File: src/rtl/ram_fifo_ctrl.sv
// FIFO controller that sequences a single-port-style RAM (write and read never
// share a cycle) with ready/valid upstream and request/ack downstream handshakes.
module ram_fifo_ctrl #(
  parameter int RAM_width    = 8,
  parameter int RAM_depth    = 256,
  parameter int address_size = 8
) (
  input  logic                    clk,
  input  logic                    reset,
  input  logic                    in_valid,
  input  logic [RAM_width-1:0]    in_data,
  output logic                    in_ready,
  input  logic                    rd_req,
  output logic                    rd_ack,
  output logic                    out_valid,
  output logic                    ram_write_enable,
  output logic                    ram_read_enable,
  output logic [address_size-1:0] ram_write_address,
  output logic [address_size-1:0] ram_read_address,
  output logic [RAM_width-1:0]    ram_data_in,
  output logic                    full,
  output logic                    empty,
  output logic [address_size:0]   count
);

  localparam logic [address_size-1:0] PTR_ONE   = address_size'(1);
  localparam logic [address_size:0]   CNT_ONE   = (address_size + 1)'(1);
  localparam logic [address_size:0]   CNT_DEPTH = (address_size + 1)'(RAM_depth);

  logic [address_size-1:0] wr_ptr_q, wr_ptr_d;
  logic [address_size-1:0] rd_ptr_q, rd_ptr_d;
  logic [address_size:0]   count_q, count_d;
  logic                    prio_q, prio_d;
  logic                    out_valid_q, out_valid_d;

  logic wr_want, rd_want, write, read;

  // Arbitration: the RAM drops reads during writes, so only one side may win.
  always_comb begin
    full    = (count_q == CNT_DEPTH);
    empty   = (count_q == '0);
    wr_want = in_valid && !full && !reset;
    rd_want = rd_req && !empty;
    write   = wr_want && (!rd_want || prio_q);
    read    = rd_want && (!wr_want || !prio_q);

    in_ready = !reset && !full && (!rd_want || prio_q);
    rd_ack   = !empty && (!wr_want || !prio_q);
  end

  always_comb begin
    wr_ptr_d    = wr_ptr_q;
    rd_ptr_d    = rd_ptr_q;
    count_d     = count_q;
    prio_d      = prio_q;
    out_valid_d = read;

    if (write) wr_ptr_d = wr_ptr_q + PTR_ONE;
    if (read)  rd_ptr_d = rd_ptr_q + PTR_ONE;

    if (write)     count_d = count_q + CNT_ONE;
    else if (read) count_d = count_q - CNT_ONE;

    // Flip only on contention so competing requesters take turns.
    if (wr_want && rd_want) prio_d = !prio_q;
  end

  always_ff @(posedge clk or posedge reset) begin
    if (reset) begin
      wr_ptr_q    <= '0;
      rd_ptr_q    <= '0;
      count_q     <= '0;
      prio_q      <= 1'b0;
      out_valid_q <= 1'b0;
    end else begin
      wr_ptr_q    <= wr_ptr_d;
      rd_ptr_q    <= rd_ptr_d;
      count_q     <= count_d;
      prio_q      <= prio_d;
      out_valid_q <= out_valid_d;
    end
  end

  assign ram_write_enable  = write;
  assign ram_read_enable   = read;
  assign ram_write_address = wr_ptr_q;
  assign ram_read_address  = rd_ptr_q;
  assign ram_data_in       = in_data;
  assign out_valid         = out_valid_q;
  assign count             = count_q;

endmodule
File: config.mk
export PLATFORM = sky130hd
export DESIGN_NAME = ram_fifo_ctrl
export DESIGN_NICKNAME = d
export VERILOG_FILES = /design/src/rtl/ram_fifo_ctrl.sv
export SDC_FILE = /design/constraint.sdc
export NUM_CORES = 1
export LEC_CHECK = 0
export CORE_MARGIN = 4
export CORE_UTILIZATION = 40
export DETAILED_ROUTE_END_ITERATION = 10
export PLACE_DENSITY = 0.77
export SYNTH_ARGS = -nofsm -noshare
export SYNTH_HDL_FRONTEND = slang
export SYNTH_SLANG_ARGS = --single-unit
File: constraint.sdc
create_clock -name clk -period 2.8 [get_ports clk]
set_input_delay 0.84 -clock clk [delete_from_list [all_inputs] [get_ports clk]]
set_output_delay 0.84 -clock clk [all_outputs]
set_load 0.005 [all_outputs]
# == Word-level counts from Yosys, hierarchy flattened ==
# Cells that the tools add are included.
# op_classes
addsub,4
mul,0
div_mod_pow,0
magnitude_cmp,0
n_eq_ne,1
shift,0
muxes,2
bitwise,0
n_reduce_logical,19
# ops
operator,n
$mux 9,2
$add 8x1->8 const B,2
$add 9x1->9 const B,1
$eq 9x9->1 const B,1
$logic_and 1x1->1,9
$logic_not 9->1,1
$sub 9x1->9 const B,1
$logic_not 1->1,6
$logic_or 1x1->1,2
$reduce_bool 2->1,1
# word_totals
regBits,27
latch_bits,0
ramBits,0
romBits,0
out_inout_bits,40
wordCells,31
mem_count,0

# == Longest topological paths before layout ==
# logic_depth
word_depth,9
ltp_mapped,11

# == Least setup slack after synthesis ==
# Ideal clock, no wire load.
# synth_path
path_type,register to register
start,register count_q[5] (netlist: count[5])
end,register count_q[8] (netlist: count[8])
setup_ns,0.080
arrival_time_ns,2.822
slack_ns,-0.102
stages_incl_launch_ff,12
path_buffers,1
synth_period_minus_slack_ns,2.902
cell_sequence,dfrtp_1 -> nor4_2 -> nand2_2 -> a311oi_2 -> buf_2 -> inv_1 -> ha_1 -> a21oi_1 -> a21oi_1 -> o21ai_0 -> mux2i_1 -> xnor2_1
# synth_lines
item,line,source
"start, declared",32,"logic [address_size:0] count_q, count_d;"
"start signal, assigned",78,count_q <= count_d;
$logic_not 9->1,41,empty = (count_q == '0);
$logic_not 1->1,43,rd_want = rd_req && !empty;
$logic_and 1x1->1,43,
$logic_not 1->1,44,write = wr_want && (!rd_want || prio_q);
$logic_or 1x1->1,44,
$logic_and 1x1->1 *,44,
net ram_write_enable,16,"output logic ram_write_enable,"
$mux 9 / $reduce_bool 2->1 (equally long branches),n/a,
# Mark *: on every way through the listed nets, which the timed path passes. The rest lies on a longest branch. The select of a mux whose other input is x is not followed.
# A chain may end at the register's enable or synchronous reset.

# == Final worst setup path ==
# layout_path
start,register count_q[3] (netlist: count[3])
end,register count_q[8] (netlist: count[8])
# layout_via
elab_chain_cells,8
# layout_rtl
item
"parallel branches: the longest is 8 deep, another holds $sub 9x1->9"
# Several ways; the timed one is not identified. The select of a mux whose other input is x is not followed.

==> metrics.txt <==
Register-to-Register Path Depth=12; Slew HR=0.3267; clock-pin slew on the worst setup and hold paths=0.09 ns; area grow syn2layout=41.68%; antenna violations before repair=0; synth warn=0; status=finished with violations; VDD IR-drop max=roughly 0.44 mV; Finish-stage setup viols=1; LEAKAGE=0.9938 nW; detailed-route DRC error count=0; first-pass GRT wire length=6175 um; switch share=0.3870; IO Pins=52; final global-route overflow total=0; Synth Net Count=172; critical-path maximum fanout=3; final hold vios=0; Slew Viols, Final=0; clk_skew=~0.0018 ns; placed cell count=242; Most common cell on crit path=buf_4; dpl cell area=around 2100 um2; CP cell instances=nor4_4, buf_4, and3_4, a311oi_2, buf_4, buf_6, fa_2, nand3b_1, a21oi_2, o21ai_2, mux2i_1, xnor2_1; fin crit period=2.811 ns; CTS tree=done; fill count=330; Data arrival, critical path=3.01 ns; Worst Tran Pin Value=1.010 ns; combinational share of power=0.588; power per standard cell area=1059 nW/um2; detailed-router iteration count before antenna repair=4; slowest stage delay, CP=0.42 ns; RSZ-0062 raised after global routing=true; hold crit path type=flip-flop to flip-flop; most frequent cells in the layout=dfrtp_1 (27), buf_4 (27), clkdlybuf4s50_1 (26); root buffer cell=clkbuf_8; Die ar.=5017 um2; Synth Cell Area=1579 um2; hold slack=0.4767 ns; 1st-iter DRT viols=41; final core occ=0.5976; hold path depth=1; clk sinks=27; CP max stage cell=dfrtp_1; FMAX=about 360 MHz; Antenna Nets Post-Route=0; top cells by area, synth=dfrtp_1 (43%), xnor2_1 (8.3%), ha_1 (7.9%); GPL Wtd Cong=0.7866; DRT Wirelength=around 3500 um; diode count=0; sequential share of power=0.317; number of buffers created by CTS=3; final net count=229; synth unique cells=36; syn avg cell area=10.60 um2; Layout Cells excl Fill=253; area leader, netlist=dfrtp_1; final setup margin=-0.01099 ns; Cell Rows=22; crit path kind=flip-flop to flip-flop; Syn Inst Count=~150; critical path endpoint category=flip-flop; Die Wd=roughly 71 um; fin area=about 2200 um2; failing checks=negative setup slack; sum of negative setup slack=-0.01099 ns; via count=1271; startpoint types=flip-flop; max cap viols=0; vias in the first global route=1357; Clock Path Buffers=2; Via density=approximately 5.0; Critical Path RT=~3 ns; #FFs+latches synth=27; chip height=70.83 um; Clk pwr share=0.095; routed len/inst=13.89 um; final worst-path cycle share=1.004; Internal Power=between 1 and 1.5 mW; H-Tree Depth=1; NetSw=about 920 uW; maximum number of pins on one net before global-route repair=28; worst slack at placement=-0.5375 ns; Core ar.=~3700 um2; Clock Latency Late Sink=between 0.2 and 0.3 ns; Yosys top cell area share=0.4279; DP Wirelength=2647 um; Initial Util=0.4218; gr usage total=0.1508; port bufs=35; register area share after synthesis=0.4279; layout cell share with drive strength beyond 1=0.2537; total power=2.369 mW
==> cells in the mapped netlist <==
cell type	count
o22ai_1	1
a21oi_1	5
a31oi_1	2
nand3_1	4
o21ai_0	8
nor4_2	1
nor4_4	1
nor2_1	4
ha_1	10
xnor2_1	15
nand2b_1	2
a311oi_1	1
fa_1	1
nor3_1	1
and3b_1	1
nand2_2	1
mux2_2	1
buf_4	8
mux2i_1	1
nand4_1	7
buf_2	3
and3_1	5
and4_1	2
o41ai_1	1
xor2_1	6
nor2b_1	2
inv_1	7
dfrtp_1	27
nand3b_1	1
nand2_1	12
a311oi_2	1
mux2_1	1
a311oi_4	1
o31ai_1	2
o2bb2ai_1	1
o21a_1	2
==> registers in the layout (all words and copies together) (netlist names) <==
register and flops:
count 9, out_valid 1, prio_q 1, ram_read_address 8, ram_write_address 8
==> per-layer routing <==
metal	GRT usage	wire [um]
met4	0.04802	36
met3	0.02557	153
met1	0.1970	1629
met5	0	0
met2	0.2544	1693
==> what timing repair did <==
action | CTS | global route
endpoints found under the hold margin | 0 | 0
hold buffers | 0 | 0
resized for setup | 17 | 10
setup endpoints to repair | 9 | 9
pin swaps | 6 | 3
setup buffers | 5 | 2
==> cell type report <==
type	count	area, um2	share of cell area
tap	48	60.06	0.02685
clock buffer	3	41.29	0.01846
inverter	7	26.28	0.01174
multi-input combinational	104	870.8	0.3893
sequential	27	675.6	0.3020
timing repair buffer	63	555.5	0.2483
clock inverter	1	7.507	0.003356
==> worst paths after layout <==
path	end	start	slack, ns
worst max-delay path	count[8]	count[3]	-0.01
worst min-delay path	ram_read_address[7]	ram_read_address[7]	0.48
worst max register to register	count[8]	count[3]	-0.01
worst min register to register	ram_read_address[7]	ram_read_address[7]	0.48
max in group asynchronous	count[7]	reset	1.64
min in group asynchronous	ram_read_address[0]	reset	0.91
==> cell families after synthesis <==
group                      share of synthesized area
xor gates and xnor gates                      0.1165
adders and majority gates                    0.09192
DFF                                           0.4279
muxes                                        0.02060
and+or+nand+nor                               0.1640
AOI/OAI and AO/OA                             0.1149
buffers and inverters                        0.06419
==> power by group through the flow <==
stage	Combinational, mW	Clock (mW)	Sequential (mW)
floorplan	0.623	0	0.770
global placement	1.23	0	0.750
detailed placement	1.27	0	0.762
CTS	1.35	0.234	0.756
global route	1.54	0.248	0.787
finish	1.39	0.225	0.751
==> worst max-delay path, delay by kind of cell, from the launching register on <==
| family | cells | cell delay [ns] |
|---|---|---|
| muxes | 1 | 0.21 |
| xor gates and xnor gates | 1 | 0.14 |
| buffers and inverters | 3 | 0.46 |
| and+or+nand+nor | 3 | 0.77 |
| DFF | 1 | 0.42 |
| adders and majority gates | 1 | 0.35 |
| AOI/OAI and AO/OA | 3 | 0.39 |
No activity file was read; power rests on OpenSTA's default activity.
